===== config.mk =====
export PLATFORM = sky130hd
export DESIGN_NAME = img_sram_streamer
export DESIGN_NICKNAME = d
export VERILOG_FILES = /design/src/rtl/img_sram_streamer.sv
export SDC_FILE = /design/constraint.sdc
export NUM_CORES = 1
export LEC_CHECK = 0
export ABC_AREA = 1
export CAP_MARGIN = 15
export CORE_MARGIN = 2
export CORE_UTILIZATION = 46
export CTS_CLUSTER_DIAMETER = 150
export DETAILED_ROUTE_END_ITERATION = 8
export HOLD_SLACK_MARGIN = 0.06
export PLACE_DENSITY = 0.72
export SYNTH_ARGS = -nofsm -noshare
export SYNTH_HDL_FRONTEND = slang
export SYNTH_SLANG_ARGS = --single-unit

===== constraint.sdc =====
create_clock -name clk -period 5.7 [get_ports clk]
set_clock_uncertainty 0.15 [all_clocks]
set_input_delay 1.14 -clock clk [delete_from_list [all_inputs] [get_ports clk]]
set_output_delay 1.14 -clock clk [all_outputs]
set_load 0.1 [all_outputs]

===== src/rtl/img_sram_streamer.sv =====
// Row-major image SRAM reader producing an 8-bit valid/ready byte stream.
// Optional end-of-line / end-of-frame sideband under IMG_STREAM_TLAST_EN.
package img_sram_pkg;
    localparam int ROW_W  = 8;
    localparam int COL_W  = 8;
    localparam int DATA_W = 8;

    typedef struct packed {
        logic              write_en;
        logic              sense_en;
        logic [ROW_W-1:0]  row;
        logic [COL_W-1:0]  col;
        logic [DATA_W-1:0] din;
    } img_sram_ctrl_t;
endpackage

module img_sram_streamer
    import img_sram_pkg::*;
(
    input  logic           clk,
    input  logic           rst,
    input  logic           start,
    input  logic [7:0]     nrows,
    input  logic [7:0]     ncols,
    output logic           busy,
    output logic           done,
    input  logic [7:0]     sram_dout_in,
    output img_sram_ctrl_t sram_ctrl,
    output logic [7:0]     m_data,
    output logic           m_valid,
    input  logic           m_ready
`ifdef IMG_STREAM_TLAST_EN
    ,
    output logic           m_eol,
    output logic           m_eof
`endif
);

`ifdef IMG_STREAM_TLAST_EN
    localparam int EW = 10;
`else
    localparam int EW = 8;
`endif

    typedef enum logic [1:0] {IDLE, RUN, DRAIN, DONE_ST} state_t;
    state_t state;

    logic [7:0]    nrows_l, ncols_l, row_idx, col_idx;
    logic [EW-1:0] fifo [2];
    logic          rd_ptr, wr_ptr, pend;
    logic [1:0]    occ, occ_nxt;
    logic [2:0]    occ_pend;
    logic          pop, push, issue, last_col, last_row;
    logic [EW-1:0] push_data, head;

`ifdef IMG_STREAM_TLAST_EN
    logic pend_eol, pend_eof;
    assign push_data = {pend_eof, pend_eol, sram_dout_in};
    assign m_eol     = m_valid & head[8];
    assign m_eof     = m_valid & head[9];
`else
    assign push_data = sram_dout_in;
`endif

    assign head     = fifo[rd_ptr];
    assign m_data   = head[7:0];
    assign m_valid  = (occ != 2'd0);
    assign pop      = m_valid && m_ready;
    assign push     = pend;
    assign occ_nxt  = occ + {1'b0, push} - {1'b0, pop};
    // Slots already claimed by buffered or in-flight data, net of this cycle's pop.
    assign occ_pend = {1'b0, occ} + {2'b0, pend} - {2'b0, pop};
    assign issue    = (state == RUN) && (occ_pend < 3'd2);
    assign last_col = (col_idx == ncols_l - 8'd1);
    assign last_row = (row_idx == nrows_l - 8'd1);

    always_comb begin
        sram_ctrl     = '0;
        sram_ctrl.row = row_idx;
        sram_ctrl.col = col_idx;
    end

    always_ff @(posedge clk) begin
        if (rst) begin
            state   <= IDLE;
            busy    <= 1'b0;
            done    <= 1'b0;
            nrows_l <= '0;
            ncols_l <= '0;
            row_idx <= '0;
            col_idx <= '0;
            pend    <= 1'b0;
            occ     <= '0;
            rd_ptr  <= 1'b0;
            wr_ptr  <= 1'b0;
            fifo[0] <= '0;
            fifo[1] <= '0;
`ifdef IMG_STREAM_TLAST_EN
            pend_eol <= 1'b0;
            pend_eof <= 1'b0;
`endif
        end else begin
            pend <= issue;
            occ  <= occ_nxt;
            if (push) begin
                fifo[wr_ptr] <= push_data;
                wr_ptr       <= ~wr_ptr;
            end
            if (pop)
                rd_ptr <= ~rd_ptr;
            if (issue) begin
`ifdef IMG_STREAM_TLAST_EN
                pend_eol <= last_col;
                pend_eof <= last_col && last_row;
`endif
                if (last_col) begin
                    col_idx <= '0;
                    row_idx <= row_idx + 8'd1;
                end else begin
                    col_idx <= col_idx + 8'd1;
                end
            end
            case (state)
                IDLE: begin
                    done <= 1'b0;
                    if (start) begin
                        nrows_l <= nrows;
                        ncols_l <= ncols;
                        row_idx <= '0;
                        col_idx <= '0;
                        busy    <= 1'b1;
                        if (nrows == 8'd0 || ncols == 8'd0) begin
                            state <= DONE_ST;
                            done  <= 1'b1;
                        end else begin
                            state <= RUN;
                        end
                    end
                end
                RUN: if (issue && last_row && last_col) state <= DRAIN;
                // Leave on the edge of the final pop so done follows it by one cycle.
                DRAIN: if (occ_nxt == 2'd0 && !pend) begin
                    state <= DONE_ST;
                    done  <= 1'b1;
                end
                DONE_ST: begin
                    state <= IDLE;
                    done  <= 1'b0;
                    busy  <= 1'b0;
                end
                default: state <= IDLE;
            endcase
        end
    end

endmodule


# After elaboration in Yosys (flattened, before gate mapping)
# Memories as Yosys holds them, arrays and structs flattened. A register that Yosys moved wholly into a read port is not among the register bits.
# Cells that the tools add are included.
# totals
mem_count	1
ram_bits	16
ff_bits	41
wordCells	79
# op_classes
n_addsub	8
n_eq_ne	8
muxes	29
reduce_logical	19
order_cmp	1
bitwise	2
# memory_table
memory	words	width	rd	rd_clocked_by_memory_dff	wr	line	source
fifo	2	8	1	1	2	49	logic [EW-1:0] fifo [2];
# op_table
op	count
$mux W8	9
$add A8 B1 Y8 const B	2
$eq A8 B8 Y1	2
$logic_not A8 Y1	2
$sub A8 B1 Y8 const B	2
$mux W1	13
$mux W2	4
$pmux W2 S4	1
$reduce_or A8 Y1	1
$reduce_and A2 Y1	3
$logic_and A1 B1 Y1	5
$eq A2 B2 Y1 const B	2
$logic_not A2 Y1	2
$ne A2 B2 Y1 const B	2
$reduce_bool A2 Y1	2
$add A2 B1 Y3	1
$lt A3 B2 Y1 const B	1
$pmux W1 S3	1
$reduce_and A3 Y1	1
$reduce_bool A3 Y1	1
$sub A3 B1 Y3	1
$add A2 B1 Y2	1
$eq A2 B1 Y1 const B	1
$ne A2 B1 Y1 const B	1
other kinds (5)	6

# Logic depth before layout (Yosys ltp)
# depth
ltp_word	9
mapped_depth	22

# Worst setup path after synthesis
# No wires, ideal clock.
# synth_path
kind	input to register
startpoint	in m_ready
endpoint	reg row_idx[3]
arrival_time_ps	3188
path_slack_ps	2242
path_buffers	0
required_time_ps	5431
stages	18
cell_sequence	nand2_1 inv_1 ha_1 inv_1 ha_1 inv_1 fa_1 nand3_1 nor2_1 nand2_1 nor2_1 nand3_1 nor2_4 inv_2 nor2_2 nand3_1 nand2_1 nor2_1
# synth_between
elab_chain_cells	7
# synth_rtl
item	line	source
start, declared	31	input logic m_ready
$logic_and A1 B1 Y1 (*)	68	assign pop = m_valid && m_ready;
named net pop	53	logic pop, push, issue, last_col, last_row;
$sub A3 B1 Y3 (*)	72	assign occ_pend = {1'b0, occ} + {2'b0, pend} - {2'b0, pop};
$lt A3 B2 Y1 (*)	73	assign issue = (state == RUN) && (occ_pend < 3'd2);
$logic_and A1 B1 Y1 (*)	73	
$mux W8 (*)	111	if (issue) begin
$mux W8	126	if (start) begin
$mux W8 (*)	123	case (state)
end signal, assigned	118	row_idx <= row_idx + 8'd1;
end, declared	48	logic [7:0] nrows_l, ncols_l, row_idx, col_idx;
# The timed path passes the listed nets; every way through them passes the cells marked *.
# A chain may end at the register's enable or synchronous reset.

# Final worst setup path
# Same ends and word-level chain as after synthesis.

==> flow_metrics.tcl <==
set metrics [dict create \
    p_switching_uw 884 \
    vias 3012 \
    dr.pass1.iters 4 \
    via_per_inst 4.92 \
    ys_types 36 \
    io_pins 65 \
    final-setup-viol-count 0 \
    crit_path_start_kind "primary input" \
    cts_htree_levels 3 \
    cts_inserted_buffers 9 \
    synthTopCellsByArea "dfxtp_1 25%, edfxtp_1 14%, nand2_1 11%" \
    cts_resized 0 \
    ys.flop_type "dfxtp_1" \
    routed_wl_mm 7.39 \
    period_share_pct 72.7 \
    p_clk_share_pct 25.5 \
    grt_pass1_wl_mm 11.9 \
    die_w_um 89.4 \
    drc_errors 0 \
    cts-root-buf "clkbuf_8" \
    cts_setup_buffers 0 \
    critPathKind "in -> reg" \
    drt_iter0_markers 144 \
    fill_cells 666 \
    slew_headroom_pct 33.6 \
    diodes 0 \
    ys_async_sr_fraction_pct 0 \
    combPwrFrac_pct 46.1 \
    setup_slack_ns 1.56 \
    cts_buffer_depth 2 \
    synth_top_area_share_pct 25.1 \
    synth_top_area_cell "dfxtp_1" \
    syn_area_mm2 0.00336 \
    coreArea_mm2 0.00718 \
    place_ws_ns 1.18 \
    detail-route-antenna-nets 0 \
    grt_pass1_vias 2766 \
    hpwl_mm 5.55 \
    finalWeightedCongestion 0.837 \
    antenna_found_initial 0 \
    clk_pin_slew_worst_paths_ns 0.07 \
    synth_seq_cells 58 \
    grt_use_total_pct 19.4 \
    p_leak_uw 0.00183 \
    yosysWarnings 0 \
    worstMarginPinSlew_ns 0.993 \
    cp-end-kind "flip-flop" \
    die_area_mm2 0.00799 \
    initial_utilization_pct 46.8 \
    fin_nets 548 \
    period_needed_ns 4.14 \
    insertion_delay_ns 0.35 \
    synth_edf_count 16 \
    avgSynthCellArea_um2 7.38 \
    worstHoldPathType "reg -> reg" \
    tritoncts "yes" \
    netlist_top_cells_count "94 x nand2_1, 59 x inv_1, 59 x nor2_1, 42 x dfxtp_1, 26 x a21oi_1" \
    avgRoutedWirePerCell_um 12.1 \
    portBuffers 54 \
    p_int_uw 1110 \
    layout-drive-gt1-share_pct 8.38 \
    hold_buffers 0 \
    yosysSeqAreaShare_pct 39.4 \
    pwr-share-seq_pct 28.4 \
    syn2layout_area_growth_pct 24.8 \
    fp-row-count 31 \
    ir_drop_v 0.000224 \
    cp_max_fo 11 \
    synth.most_common_cell "nand2_1" \
    grt_overflow 0 \
    fin_setup_tns_ns 0 \
    max_cap_viol_count 0 \
    syn_inst 455 \
    status "finished clean" \
    slew_viol_final 0 \
    powerDensity_mw_per_mm2 475 \
    clkSinkCount 58 \
    hold_violations 0 \
    grt_max_degree 30 \
    switching_share_pct 44.4 \
    crit_required_ns 5.79 \
    worst_ep_arrival_time_ns 4.23 \
    grt_setup_unrepaired "no" \
    die_y_um 89.4 \
    fmax_ghz 0.241 \
]
area by class of cell:
| class | instances | area (µm²) | area share [%] |
|---|---|---|---|
| Tap cell | 99 | 124 | 2.96 |
| Sequential cell | 58 | 1320 | 31.6 |
| Clock buffer | 9 | 124 | 2.96 |
| Multi-Input combinational cell | 319 | 1690 | 40.3 |
| Inverter | 66 | 248 | 5.92 |
| Clock inverter | 7 | 141 | 3.38 |
| Timing Repair Buffer | 54 | 541 | 12.9 |
per-layer routing:
layer  vias up  share of wire [%]  track usage, %
met5         -                  0               0
met4         0                1.9            9.09
met3        15                4.6            3.79
met2        81                 48            33.5
met1      1385                 46            23.1
li1       1531                  -               -
critical path, cell delays in order:
cell and delay [ns]:
clkdlybuf4s50_1 0.45, nand2_1 0.05, inv_1 0.10, ha_1 0.23
inv_1 0.06, ha_1 0.14, inv_1 0.05, fa_1 0.52
nand3_1 0.08, nor2_1 0.50, nand2_1 0.11, nor2_1 0.11
nand3_1 0.11, nor2_4 0.18, inv_2 0.07, nor2_2 0.13
nand3_1 0.08, nand2_1 0.07, nor2_1 0.04
metrics by stage:
step                utilization, %  power, µW  instance area (µm²)  instances  hold slack (ns)
global placement              54.6       1460                 3920        596            0.295
detailed placement            54.6       1480                 3920        596            0.299
finish                        58.3       1990                 4190        612            0.305
global route                  58.3       2120                 4190        612            0.331
floorplan                        -       1300                 3390        464            0.276
CTS                           58.3       1990                 4190        612            0.311
final timing paths:
check / cells after the start / slack (ns) / startpoint / to
setup / recovery: 19 / 1.56 / m_ready / row_idx[3]
hold / removal: 1 / 0.30 / rd_ptr / flip-flop
hold reg to reg: 1 / 0.30 / rd_ptr / flip-flop
setup reg to reg: 20 / 2.28 / occ[1] / row_idx[3]
power groups by stage:
stage / clock network (µW) / registers, µW / logic [µW]
finish: 507 / 566 / 916
global route: 533 / 576 / 1010
CTS: 514 / 566 / 915
detailed placement: 0 / 575 / 908
global placement: 0 / 571 / 889
floorplan: 0 / 619 / 684
logic make-up (layout without fill, tap and decap cells):
group	count (synthesis)	after routing	synth area share, %
other	1	10	0.112
xor gates and xnor gates	22	22	5.74
adders and majority gates	12	12	4.70
AOI/OAI and AO/OA	53	53	8.13
DFF	58	58	39.4
buffers and inverters	87	136	11.3
muxes	8	8	2.68
and+or+nand+nor	214	214	27.9
sequential cells by signal, indices dropped and copies added, names as in the netlist, named ones only:
| signal | count |
|---|---|
| pend | 1 |
| col_idx | 8 |
| fifo | 16 |
| occ | 2 |
| done | 1 |
| row_idx | 8 |
| busy | 1 |
| nrows_l | 8 |
| rd_ptr | 1 |
| wr_ptr | 1 |
| ncols_l | 8 |
| state | 2 |
placed cells by master (no fill, tap or decap), types with 7 or more instances in the layout:
cell | netlist | layout
mux2_2 | 8 | 8
clkbuf_8 | 0 | 9
clkdlybuf4s50_1 | 0 | 54
ha_1 | 11 | 11
conb_1 | 1 | 10
edfxtp_1 | 16 | 16
nand3_1 | 25 | 25
a21oi_1 | 26 | 26
xnor2_1 | 10 | 10
inv_1 | 59 | 59
nor2_1 | 59 | 59
xor2_1 | 12 | 12
dfxtp_1 | 42 | 42
nor3_1 | 7 | 7
o21ai_0 | 23 | 23
nand2_1 | 94 | 94
Power figures use the tool's default switching activity.
